File: src/rtl/fc_act_packer_pkg.sv
// rtl/fc_act_packer_pkg.sv - activation codes and packer FSM states shared by the packer slice
package fc_act_packer_pkg;

  localparam logic [4:0] ACT_NONE  = 5'd0;
  localparam logic [4:0] ACT_RELU  = 5'd1;
  localparam logic [4:0] ACT_RELU6 = 5'd2;
  localparam logic [4:0] ACT_LEAKY = 5'd3;

  typedef enum logic [1:0] {
    S_IDLE  = 2'd0,
    S_RUN   = 2'd1,
    S_DRAIN = 2'd2,
    S_DONE  = 2'd3
  } pk_state_e;

  localparam int WORD_W  = 32;
  localparam int ENTRY_W = WORD_W + 1;

endpackage

File: src/rtl/fc_out_fifo.sv
// rtl/fc_out_fifo.sv - synchronous first-word-fall-through FIFO for packed words
// Read data reads as zero while empty so the downstream bus idles at zero.
module fc_out_fifo #(
  parameter int WIDTH = 33,
  parameter int DEPTH = 4
) (
  input  logic                       clk_i,
  input  logic                       rst_i,
  input  logic                       push_i,
  input  logic [WIDTH-1:0]           push_data_i,
  input  logic                       pop_i,
  output logic [WIDTH-1:0]           rd_data_o,
  output logic                       empty_o,
  output logic [$clog2(DEPTH):0]     count_o
);

  localparam int AW = $clog2(DEPTH);
  localparam logic [AW:0] DEPTH_C = (AW + 1)'(DEPTH);

  logic [WIDTH-1:0] mem_q [DEPTH];
  logic [AW-1:0]    wr_ptr_q, wr_ptr_d;
  logic [AW-1:0]    rd_ptr_q, rd_ptr_d;
  logic [AW:0]      count_q, count_d;
  logic             full;
  logic             do_push;
  logic             do_pop;

  assign full    = (count_q == DEPTH_C);
  assign empty_o = (count_q == '0);
  assign count_o = count_q;
  assign do_pop  = pop_i & ~empty_o;
  assign do_push = push_i & (~full | do_pop);

  assign rd_data_o = empty_o ? '0 : mem_q[rd_ptr_q];

  // Power-of-two depth lets the pointers wrap by plain overflow.
  always_comb begin
    wr_ptr_d = wr_ptr_q;
    rd_ptr_d = rd_ptr_q;
    count_d  = count_q;
    if (do_push) wr_ptr_d = wr_ptr_q + 1'b1;
    if (do_pop)  rd_ptr_d = rd_ptr_q + 1'b1;
    case ({do_push, do_pop})
      2'b10:   count_d = count_q + 1'b1;
      2'b01:   count_d = count_q - 1'b1;
      default: count_d = count_q;
    endcase
  end

  always_ff @(posedge clk_i) begin
    if (rst_i) begin
      wr_ptr_q <= '0;
      rd_ptr_q <= '0;
      count_q  <= '0;
    end else begin
      wr_ptr_q <= wr_ptr_d;
      rd_ptr_q <= rd_ptr_d;
      count_q  <= count_d;
    end
  end

  always_ff @(posedge clk_i) begin
    if (do_push) mem_q[wr_ptr_q] <= push_data_i;
  end

endmodule

File: src/rtl/fc_act_packer.sv
// rtl/fc_act_packer.sv - applies the layer activation to FC results and packs pairs into 32-bit words
// Packed words are buffered in fc_out_fifo and streamed out with a per-word last flag.
module fc_act_packer
  import fc_act_packer_pkg::*;
#(
  parameter int FRAC_BITS  = 8,
  parameter int FIFO_DEPTH = 4,
  parameter int LEAKY_SHR  = 3
) (
  input  logic        clk_i,
  input  logic        rst_i,
  input  logic        start_i,
  input  logic [11:0] cout_i,
  input  logic [4:0]  act_type_i,
  input  logic        din_valid_i,
  output logic        din_ready_o,
  input  logic [15:0] din_data_i,
  output logic        dout_valid_o,
  input  logic        dout_ready_i,
  output logic [31:0] dout_data_o,
  output logic        dout_last_o,
  output logic        done_o
);

  localparam int CW = $clog2(FIFO_DEPTH) + 1;
  localparam logic [CW-1:0] FIFO_FULL_C = CW'(FIFO_DEPTH);
  localparam logic signed [15:0] RELU6_MAX = 16'(6 << FRAC_BITS);

  pk_state_e state_q, state_d;
  logic [11:0] cout_q, cout_d;
  logic [11:0] cnt_q, cnt_d;
  logic [4:0]  act_q, act_d;
  logic [15:0] low_q, low_d;

  logic signed [15:0] x;
  logic signed [15:0] y;
  logic               accept;
  logic               is_final;
  logic               push;
  logic [ENTRY_W-1:0] push_data;
  logic               pop;
  logic [ENTRY_W-1:0] fifo_rdata;
  logic               fifo_empty;
  logic [CW-1:0]      fifo_count;

  // din_ready comes only from registered state so dout_ready never reaches it.
  assign din_ready_o = (state_q == S_RUN) && (fifo_count < FIFO_FULL_C);
  assign accept      = din_valid_i & din_ready_o;
  assign is_final    = (cnt_q == cout_q - 12'd1);

  always_comb begin
    x = din_data_i;
    y = x;
    case (act_q)
      ACT_RELU:  y = (x < 16'sd0) ? 16'sd0 : x;
      ACT_RELU6: begin
        if (x < 16'sd0)           y = 16'sd0;
        else if (x > RELU6_MAX)   y = RELU6_MAX;
        else                      y = x;
      end
      ACT_LEAKY: y = (x < 16'sd0) ? (x >>> LEAKY_SHR) : x;
      default:   y = x;
    endcase
  end

  // An odd element completes a pair; a lone final element is zero-padded in the high half.
  assign push      = accept & (cnt_q[0] | is_final);
  assign push_data = cnt_q[0] ? {is_final, y, low_q} : {is_final, 16'h0000, y};
  assign pop       = dout_valid_o & dout_ready_i;

  always_comb begin
    state_d = state_q;
    cout_d  = cout_q;
    act_d   = act_q;
    cnt_d   = cnt_q;
    low_d   = low_q;
    case (state_q)
      S_IDLE: begin
        if (start_i) begin
          cout_d  = cout_i;
          act_d   = act_type_i;
          cnt_d   = 12'd0;
          low_d   = 16'h0000;
          state_d = (cout_i == 12'd0) ? S_DONE : S_RUN;
        end
      end
      S_RUN: begin
        if (accept) begin
          cnt_d = cnt_q + 12'd1;
          if (!cnt_q[0]) low_d = y;
          if (is_final)  state_d = S_DRAIN;
        end
      end
      S_DRAIN: begin
        if (fifo_empty) state_d = S_DONE;
      end
      S_DONE: begin
        state_d = S_IDLE;
      end
      default: state_d = S_IDLE;
    endcase
  end

  always_ff @(posedge clk_i) begin
    if (rst_i) begin
      state_q <= S_IDLE;
      cout_q  <= 12'd0;
      act_q   <= ACT_NONE;
      cnt_q   <= 12'd0;
      low_q   <= 16'h0000;
    end else begin
      state_q <= state_d;
      cout_q  <= cout_d;
      act_q   <= act_d;
      cnt_q   <= cnt_d;
      low_q   <= low_d;
    end
  end

  assign done_o = (state_q == S_DONE);

  fc_out_fifo #(
    .WIDTH (ENTRY_W),
    .DEPTH (FIFO_DEPTH)
  ) u_fifo (
    .clk_i       (clk_i),
    .rst_i       (rst_i),
    .push_i      (push),
    .push_data_i (push_data),
    .pop_i       (pop),
    .rd_data_o   (fifo_rdata),
    .empty_o     (fifo_empty),
    .count_o     (fifo_count)
  );

  assign dout_valid_o = ~fifo_empty;
  assign dout_last_o  = fifo_rdata[ENTRY_W-1];
  assign dout_data_o  = fifo_rdata[WORD_W-1:0];

endmodule

File: config.mk
export PLATFORM = sky130hd
export DESIGN_NAME = fc_act_packer
export DESIGN_NICKNAME = d
export VERILOG_FILES = /design/src/rtl/fc_act_packer_pkg.sv /design/src/rtl/fc_out_fifo.sv /design/src/rtl/fc_act_packer.sv
export SDC_FILE = /design/constraint.sdc
export NUM_CORES = 1
export LEC_CHECK = 0
export ABC_AREA = 1
export CAP_MARGIN = 20
export CORE_MARGIN = 2
export CORE_UTILIZATION = 58
export DETAILED_ROUTE_END_ITERATION = 10
export PLACE_DENSITY_LB_ADDON = 0.12
export SETUP_SLACK_MARGIN = 0.15
export SLEW_MARGIN = 20
export SYNTH_ARGS = -nofsm -noshare
export SYNTH_HDL_FRONTEND = slang
export SYNTH_HIERARCHICAL = 1
export SYNTH_SLANG_ARGS = --single-unit
File: constraint.sdc
create_clock -name clk_i -period 4.1 [get_ports clk_i]
set_input_delay 0.82 -clock clk_i [delete_from_list [all_inputs] [get_ports clk_i]]
set_output_delay 0.82 -clock clk_i [all_outputs]
set_load 0.05 [all_outputs]
### Word-level counts from Yosys, hierarchy flattened

Memory sizes are Yosys's and may differ from the RTL's. A register that Yosys moved wholly into a read port is not among the register bits.
Index checks and enable logic that the tools add are counted.

| storage, ports and cells | value |
|---|---|
| bits in registers | 54 |
| output and inout port bits | 36 |
| memory bits (writable) | 132 |
| bits of input ports | 38 |
| memories | 1 |

| operators by class | value |
|---|---|
| bitwise gates (word level) | 9 |
| add/sub/neg operators | 6 |
| order comparisons | 3 |
| reductions and logical operators | 10 |
| mux-type cells | 25 |
| equal/unequal tests | 15 |

Memories:

| memory | words | width | read ports | clocked after Yosys merged registers in | wr ports | RTL line | RTL |
|---|---|---|---|---|---|---|---|
| u_fifo.mem_q | 4 | 33 | 1 | 1 | 1 | fc_out_fifo.sv:20 | `logic [WIDTH-1:0] mem_q [DEPTH];` |

Operators by type and width:

| operator | number |
|---|---|
| $mux 16 | 6 |
| $pmux 16 s3 | 1 |
| $mux 33 | 1 |
| $mux 32 | 1 |
| $pmux 16 s2 | 1 |
| $mux 12 | 2 |
| $pmux 12 s2 | 1 |
| $gt 16x12->1 const B | 1 |
| $lt 16x1->1 const B | 1 |
| $mux 15 | 1 |
| $mux 2 | 7 |
| $add 12x1->12 const B | 1 |
| $eq 12x12->1 | 1 |
| $logic_not 12->1 | 1 |
| $sub 12x1->12 const B | 1 |
| $eq 5x2->1 const B | 2 |
| $ne 2x2->1 const B | 4 |
| $pmux 2 s4 | 1 |
| $reduce_and 4->1 | 2 |
| $eq 2x2->1 const B | 3 |
| $pmux 3 s2 | 1 |
| $and 1x1->1 | 5 |
| $eq 5x1->1 const B | 1 |
| $add 2x1->2 const B | 2 |
| other kinds (15) | 20 |

### Longest topological paths before layout

Gate-level depths: netlist (run 1).

| depth | value |
|---|---|
| word-level depth | 8 |
| gate-level depth with buffers | 20 |

### By module

The synthesis (run 1) kept the hierarchy.

By module, submodules not included:

| module | instances | sequential area each (um^2) | area an instance (um^2) | cells each |
|---|---|---|---|---|
| fc_out_fifo | 1 | 4144.0 | 5596.6 | 462 |
| fc_act_packer | 1 | 940.9 | 3241.9 | 529 |

### Worst setup path after synthesis (run 1)

Ideal clock, no wire load.

| path | value |
|---|---|
| kind | register to register |
| start | register state_q[1] |
| end | memory u_fifo.mem_q[0][0] (enable) |
| cell stages (with the launch flop) | 9 |
| data required time | 3677 ps |
| period minus slack after synthesis | 3847 ps |
| data arrival time | 3424 ps |
| library setup time | 423 ps |
| slack | 253 ps |
| cell sequence | dfxtp_1 inv_1 ha_1 inv_1 nor2_1 nand2_1 a21oi_1 nand2_1 nor2_1 |

| on the way | value |
|---|---|
| cells in the longest elaborated chain, start to end | 7 |

Ends and longest elaborated chain:

| element | RTL line | RTL |
|---|---|---|
| start, declared | fc_act_packer.sv:29 | `pk_state_e state_q, state_d;` |
| start signal, assigned | fc_act_packer.sv:112 | `state_q <= state_d;` |
| $eq 2x1->1 | fc_act_packer.sv:47 | `assign din_ready_o = (state_q == S_RUN) && (fifo_count < FIFO_FULL_C);` |
| $logic_and 1x1->1 | fc_act_packer.sv:47 |  |
| via din_ready_o | fc_act_packer.sv:16 | `output logic din_ready_o,` |
| $and 1x1->1 | fc_act_packer.sv:48 | `assign accept = din_valid_i & din_ready_o;` |
| $and 1x1->1 | fc_act_packer.sv:67 | `assign push = accept & (cnt_q[0] \| is_final);` |
| via push | fc_act_packer.sv:39 | `logic push;` |
| $and 1x1->1 | fc_out_fifo.sv:32 | `assign do_push = push_i & (~full \| do_pop);` |
| $mux 1 | fc_out_fifo.sv:63 | `if (do_push) mem_q[wr_ptr_q] <= push_data_i;` |
| $mux 1 (not written as such) | fc_out_fifo.sv:63 |  |
| end, declared | fc_out_fifo.sv:20 |  |

The timed path passes the listed nets, and every way through them passes these cells.

### Final worst setup path (run 1)

| path | value |
|---|---|
| start | register cout_q[0] |
| end | register u_fifo.count_q[1] (netlist: u_fifo/count_o[1]) |

| on the way | value |
|---|---|
| cells in the longest elaborated chain, start to end | 7 |
| elaborated cells between the ends (all ways) | 9 |
| those cells by class | add/sub: 1; eq/ne: 3; mux: 1; bitwise: 3; reduce/logical: 1 |

Ends and longest elaborated chain:

| element | RTL line | RTL |
|---|---|---|
| start, declared | fc_act_packer.sv:30 | `logic [11:0] cout_q, cout_d;` |
| start signal, assigned | fc_act_packer.sv:113 | `cout_q <= cout_d;` |
| $sub 12x1->12 (*) | fc_act_packer.sv:49 | `assign is_final = (cnt_q == cout_q - 12'd1);` |
| $eq 12x12->1 (*) | fc_act_packer.sv:49 |  |
| $or 1x1->1 (*) | fc_act_packer.sv:67 |  |
| $and 1x1->1 (*) | fc_act_packer.sv:67 |  |
| via push | fc_act_packer.sv:39 |  |
| $and 1x1->1 (*) | fc_out_fifo.sv:32 |  |
| $eq 2x1->1 or $eq 2x2->1 (tied branches) | fc_out_fifo.sv:43 | `case ({do_push, do_pop})` |
| $pmux 3 s2 or $reduce_bool 2->1 (tied branches) | n/a |  |
| end signal, assigned | fc_out_fifo.sv:58 | `count_q <= count_d;` |
| end, declared | fc_out_fifo.sv:23 | `logic [AW:0] count_q, count_d;` |

The timed path passes the listed nets; every way through them passes the cells marked *.
A chain may end at the register's enable or synchronous reset.

==> metrics.md, run 1 <==
| Metric | Value |
|---|---|
| Max cap viols | 0 |
| Commonest non-fill, non-tap cell in the layout | nor2_1 |
| Largest family of logic cells by synthesized area | simple AND/OR/NAND/NOR gates |
| Mapped Nets | 1042 |
| Cell Area, Synth | 8840 um^2 |
| Hold buffers post-CTS | 0 |
| Largest net degree at the start of global routing | 67 |
| Average routed wire per standard cell | roughly 16 um |
| RD Place Congestion | 0.891 |
| Simple-Gate Fraction of Synth Area | 21.4% |
| Final Core Density | 68.5% |
| Synth Area per Inst | 8.92 um^2 |
| Post-layout min period | 3.23 ns |
| Worst EP arrival | 3.61 ns |
| Critical Path RT | 4.47 ns |
| Worst Reg-to-Reg Cells | 15 |
| Root Driver | clkbuf_16 |
| WP depth | 15 |
| Synth warn | 6 |
| Crit path max-delay family | adder cells |
| Final Max Slew Viols | 0 |
| Vias per std cell | 5.51 |
| Clock latency at the later pin of the worst-skew pair | 0.44 ns |
| Initial antenna violation count | 0 |
| Htree depth | 4 |
| Post-cts sizing count | 0 |
| Worst clock skew | 0.0104 ns |
| Area Overhead vs Synth | 16.5% |
| Worst Setup Slack, final | 0.867 ns |
| CTS sink cnt | 188 |
| Commonest cells after routing, fill and taps aside | nor2_1, nand2_1, edfxtp_1 |
| CP Cell Sequence | inv_1 -> ha_1 -> nand2_1 -> nor2_1 -> nand2_1 -> nand2_1 -> nand3_1 -> nor2_1 -> nand3_1 -> a21oi_1 -> nand2_1 -> ha_1 -> inv_1 -> fa_1 -> a21oi_1 |
| Peak supply drop | 328 uV |
| Slowest CP cell | fa_1 |
| Top Ports | 74 |
| Violation count after the first detailed-routing iteration | just over 600 |
| Critical Path End Type | register |
| Total CTS buffers | 17 |
| DR DRC count | 0 |
| Post-synthesis compound-gate area fraction | approximately an eighth |
| Cell variety after synth | 41 |
| Worst path bufs/invs | 2 |
| Slew HR | 48.6% |
| Post-Place Worst Slack | 0.814 ns |
| CP Launch Type | register |
| TNS Setup | 0 ns |
| Final hold vios | 0 |
| Crit Path Max Fanout | 7 |
| Total Wirelength | 20.1 mm |
| Clock Pin Slew Worst Setup and Hold Paths | 0.07 ns |
| Nets | 1108 |
| Site row count | 45 |
| Adder-cell share of the synthesized area | 1.93% |
| Kind of critical path | reg2reg |
| Crit share post-route | 78.8% |
| Status | complete, no violations |
| Max Buffers Root-to-Sink | 2 |
| DP Wirelength | 12.9 mm |
| Post-route ant nets | 0 |
| Depth of the worst hold-timing path | 2 |
| Grt ovf | 0 |
| Via count | slightly below 7000 |
| Xor/xnor share of the synthesized area | 0.991% |
| Max Freq | 309 MHz |
| Share of layout cells above drive strength 1 | under 10% |
| Final setup vio count | 0 |
| Seq/Total Area, Yosys | 57.5% |
| Vias in the first global route | between 6000 and 7000 |
| Post-synthesis register bit count | 188 |
| GRT Util Overall | between 20% and 30% |
| Proportion of synthesized area in mux cells | 0% |
| First drt pass iteration count | 6 |
| LEAKAGE | 3.95 nW |
| Starting Density | 58.8% |
| First-pass GRT wire length | 32.1 mm |
| Core footprint | between 15000 and 20000 um^2 |
| Min-delay worst type | reg2reg |
| CTS tree | done |
| Syn Inst Count | ~990 |
| Worst path most repeated cell | nand2_1 |
| Die area | approximately 16000 um^2 |
| Postcts setup bufs | 0 |
| Least-Margin Pin Slew | 0.769 ns |
| # port buffers | 73 |
| Chip width | ~130 um |
| ANT cells | 0 |
| Die Span Y | between 100 and 150 um |
| Pwr/cell area | 515 nW/um^2 |
| Unrepaired setup endpoints after global routing | no |
| Worst path max stage delay | 0.41 ns |
synth_stat cells (all sizes together):
cell type,n,area share [%]
buf,18,1.4
ha,12,1.7
nand2,167,7.2
a31oi,12,0.85
o221ai,1,0.099
nand3,37,2.2
edfxtp,132,45
a41oi,1,0.099
o21ai,104,5.9
fa,1,0.23
nand4,8,0.57
nor3,13,0.92
a21oi,86,4.9
o211ai,4,0.34
clkinv,3,0.13
nor3b,4,0.40
dfxtp,56,13
o31ai,2,0.17
a21boi,1,0.085
clkbuf,22,0.98
xnor2,7,0.69
or2,1,0.071
xor2,3,0.30
nand3b,4,0.34
nor4,3,0.21
nor2,215,9.5
inv,74,3.2
logic make-up after synthesis:
family | Yosys count
compound gates | 211
buf+inv | 117
fa+ha+maj | 13
xor+xnor | 10
simple gates | 452
flops | 188
final timing paths:
path	endpoint	slack, ns	start
worst max-delay path	u_fifo/count_o[1]$_SDFFE_PP0P_	0.87	cout_q[0]$_SDFFE_PP0P_
worst min-delay path	low_q[0]$_SDFFE_PP0P_	0.46	low_q[0]$_SDFFE_PP0P_
worst max register to register	u_fifo/count_o[1]$_SDFFE_PP0P_	0.87	cout_q[0]$_SDFFE_PP0P_
worst min register to register	low_q[0]$_SDFFE_PP0P_	0.46	low_q[0]$_SDFFE_PP0P_
metal layers:
metal  part of all wire [%]  GRT usage, %
met1                     41          30.6
met2                     52          45.8
met3                    4.5          4.61
met4                    2.2          10.5
met5                      0             0
state kept, by name, indices dropped and copies added, names as in the netlist, named ones only:
signal and cells:
u_fifo/mem_q 132, low_q 16, cnt_q 12, cout_q 12, act_q 5, u_fifo/count_o 3, state_q 2, u_fifo/rd_ptr_q 2
u_fifo/wr_ptr_q 2
tightest hold or removal path, stage by stage (launching register included):
cell and delay [ns]:
dfxtp_1 0.31, nand2_1 0.06, a21oi_1 0.05
cell type report:
class / count / area (um^2)
clock inverters: 14 / 194
inverters: 77 / 292
clock buffers: 18 / 429
repair buffers: 87 / 791
flip-flops and latches: 188 / 5090
multi-input cells: 686 / 3270
fillers: 1213 / 4740
well taps: 188 / 235
stage by stage:
| stage | std cells | area [um^2] | hold slack, ns | power (mW) |
|---|---|---|---|---|
| floorplan | 991 | 8840 | 0.444 | 3.26 |
| global placement | 1226 | 9670 | 0.453 | 3.59 |
| detailed placement | 1226 | 9670 | 0.456 | 3.62 |
| CTS | 1258 | 10300 | 0.466 | 5.32 |
| global route | 1258 | 10300 | 0.482 | 5.57 |
| finish | 1258 | 10300 | 0.465 | 5.31 |
report_power, final:
group	switching, mW	internal [mW]	total (mW)
clock	0.702	1.02	1.72
sequential	0.0671	2.23	2.29
combinational	0.893	0.396	1.29
(Power assumes the default switching activity.)
==> inputs of run 2 (changes only) <==
- clock period: 4.1 -> 3.1 ns (I/O delays scaled with it)
==> metrics.md, run 2 (synthesis gave the netlist of run 1 again) <==
| Metric | Value |
|---|---|
| Status | complete, no violations (unchanged) |
| Largest regs | u_fifo/mem_q x132, low_q x16 (unchanged) |
| DR DRC count | 0 (unchanged) |
| Total CTS buffers | 17 (unchanged) |
| Hold path startpoint | low_q[11]$_SDFFE_PP0P_ (was low_q[0]$_SDFFE_PP0P_) |
| Min-delay worst type | reg2reg (unchanged) |
| Clock latency at the later pin of the worst-skew pair | 0.43 ns (was 0.44 ns) |
| DP Wirelength | 13.5 mm (was 12.9 mm) |
| Final setup vio count | 0 (unchanged) |
| Via count | 7034 (was 6926) |
| Hold buffers post-CTS | 0 (unchanged) |
| Htree depth | 4 (unchanged) |
| Worst EP arrival | 3.03 ns (was 3.61 ns) |
| Site row count | 45 (unchanged) |
| Crit share post-route | 87.2% (was 78.8%) |
| Critical Path Source | cout_q[4]$_SDFFE_PP0P_ (was cout_q[0]$_SDFFE_PP0P_) |
| Total power draw | 7.07 mW (was 5.31 mW) |
| CP Cell Sequence | nor2_1 -> nand2_1 -> nor2_1 -> nand2_1 -> nand2_1 -> nand2_1 -> nand2_1 -> nor2_1 -> nand3_1 -> a21oi_4 -> nand2_1 -> buf_4 -> ha_1 -> inv_1 -> fa_1 -> inv_1 -> nand2_1 -> nand3_1 -> nand2_1 -> nand2_1 -> nor2_1 (was inv_1 -> ha_1 -> nand2_1 -> nor2_1 -> nand2_1 -> nand2_1 -> nand3_1 -> nor2_1 -> nand3_1 -> a21oi_1 -> nand2_1 -> ha_1 -> inv_1 -> fa_1 -> a21oi_1) |
| Average routed wire per standard cell | 16.0 um (about the same) |
| Max Buffers Root-to-Sink | 2 (unchanged) |
| Largest net degree at the start of global routing | 57 (was 67) |
| Peak supply drop | 382 uV (was 328 uV) |
| Core footprint | 15000 um^2 (unchanged) |
| Post-cts sizing count | 0 (unchanged) |
| Post-layout min period | 2.70 ns (was 3.23 ns) |
| Initial antenna violation count | 0 (unchanged) |
| Post-route ant nets | 0 (unchanged) |
| Reg2Reg Launch Point | cout_q[4]$_SDFFE_PP0P_ (was cout_q[0]$_SDFFE_PP0P_) |
| Area Overhead vs Synth | 22.2% (was 16.5%) |
| CTS tree | done (unchanged) |
| Grt ovf | 0 (unchanged) |
| Clock Pin Slew Worst Setup and Hold Paths | 0.07 ns (about the same) |
| Worst path most repeated cell | nand2_1 (unchanged) |
| Max Freq | 370 MHz (was 309 MHz) |
| Die Span Y | 127 um (unchanged) |
| # port buffers | 73 (unchanged) |
| Unrepaired setup endpoints after global routing | yes (was no) |
| Slew HR | 60.2% (was 48.6%) |
| Total Wirelength | 20.2 mm (was 20.1 mm) |
| Root Driver | clkbuf_16 (unchanged) |
| Commonest non-fill, non-tap cell in the layout | nor2_1 (unchanged) |
| Pwr/cell area | 654 nW/um^2 (was 515 nW/um^2) |
| Kind of critical path | reg2reg (unchanged) |
| Final Core Density | 71.9% (was 68.5%) |
| Worst clock skew | 0.00850 ns (was 0.0104 ns) |
| ANT cells | 0 (unchanged) |
| Critical Path RT | 3.43 ns (was 4.47 ns) |
| First-pass GRT wire length | 33.0 mm (was 32.1 mm) |
| First drt pass iteration count | 5 (was 6) |
| Worst Reg-to-Reg Cells | 21 (was 15) |
| Violation count after the first detailed-routing iteration | 603 (was 607) |
| RD Place Congestion | 0.925 (was 0.891) |
| Worst path bufs/invs | 3 (was 2) |
| WP depth | 21 (was 15) |
| CTS sink cnt | 188 (unchanged) |
| Top Ports | 74 (unchanged) |
| Max FFs per register | 132 (unchanged) |
| CP Launch Type | register (unchanged) |
| Final hold vios | 0 (unchanged) |
| Most flops, register | u_fifo/mem_q (unchanged) |
| Slowest CP cell | dfxtp_1 (was fa_1) |
| Nets | 1115 (was 1108) |
| Commonest cells after routing, fill and taps aside | nor2_1, nand2_1, edfxtp_1 (unchanged) |
| Starting Density | 58.8% (unchanged) |
| Vias per std cell | 5.56 (was 5.51) |
| Least-Margin Pin Slew | 0.593 ns (was 0.769 ns) |
| Max cap viols | 0 (unchanged) |
| Crit path max-delay family | simple AND/OR/NAND/NOR gates (was adder cells) |
| GRT Util Overall | 26.1% (was 25.6%) |
| LEAKAGE | 4.09 nW (was 3.95 nW) |
| Chip width | 127 um (unchanged) |
| Crit Path Max Fanout | 5 (was 7) |
| Share of layout cells above drive strength 1 | 10.6% (was 9.72%) |
| TNS Setup | 0 ns (unchanged) |
| Final Max Slew Viols | 0 (unchanged) |
| Critical Path End Type | register (unchanged) |
| Depth of the worst hold-timing path | 2 (unchanged) |
| Die area | 16200 um^2 (unchanged) |
| Vias in the first global route | 6598 (was 6592) |
| Postcts setup bufs | 0 (unchanged) |
| Worst path max stage delay | 0.37 ns (was 0.41 ns) |
==> run 2: cell types whose count changed in the layout (fill, tap and decap cells not counted), sizes merged <==
cell,change
buf,+8
bufinv,-2
clkbuf,-1
clkdlybuf4s50,-2
clkinv,-1
clkinvlp,-1
dlymetal6s2s,+1
inv,+5
==> run 2: through the flow <==
stage               instances  worst slack, ns  hold slack (ns)  instance area (um^2)
floorplan                 991            0.249            0.444                  8870
global placement         1233            0.381            0.452                 10200
detailed placement       1233            0.245            0.456                 10200
CTS                      1265            0.163            0.467                 10800
global route             1265            0.101            0.492                 10800
finish                   1265            0.398            0.466                 10800
==> run 2: layout make-up <==
cell class,instances,area (um^2)
flip-flops and latches,188,5090
fillers,1105,4230
multi-input cells,686,3310
repair buffers,94,1300
clock buffers,17,425
inverters,77,292
well taps,188,235
clock inverters,15,161
==> run 2: worst paths after layout <==
kind	endpoint	slack (ns)
worst max-delay path	u_fifo/count_o[2]$_SDFFE_PP0P_	0.40
worst min-delay path	low_q[11]$_SDFFE_PP0P_	0.47
worst max register to register	u_fifo/count_o[2]$_SDFFE_PP0P_	0.40
worst min register to register	low_q[11]$_SDFFE_PP0P_	0.47
==> run 2: worst reg2reg max path: cells and delay by family (launching register included) <==
family / cells / cell delay [ns]
flip-flops: 1 / 0.37
AO/OA/AOI/OAI: 1 / 0.09
buffers and inverters: 3 / 0.31
AND/OR/NAND/NOR: 15 / 1.27
adder cells (fa/ha/maj): 2 / 0.55
==> run 2: routing by layer <==
layer	track usage, %	vias up	wire, um
met2	41.9	242	9380
met5	0	-	0
met4	8.34	0	374
li1	-	3490	-
met3	3.81	36	1300
met1	37.0	3266	9140
==> run 2: report_power, final <==
part	leakage, nW	internal (mW)	total (mW)	switching, mW
Clock	0.285	1.21	2.18	0.975
Combinational	2.13	0.600	1.85	1.25
Sequential	1.67	2.94	3.04	0.0960
Total	4.09	4.75	7.07	2.32
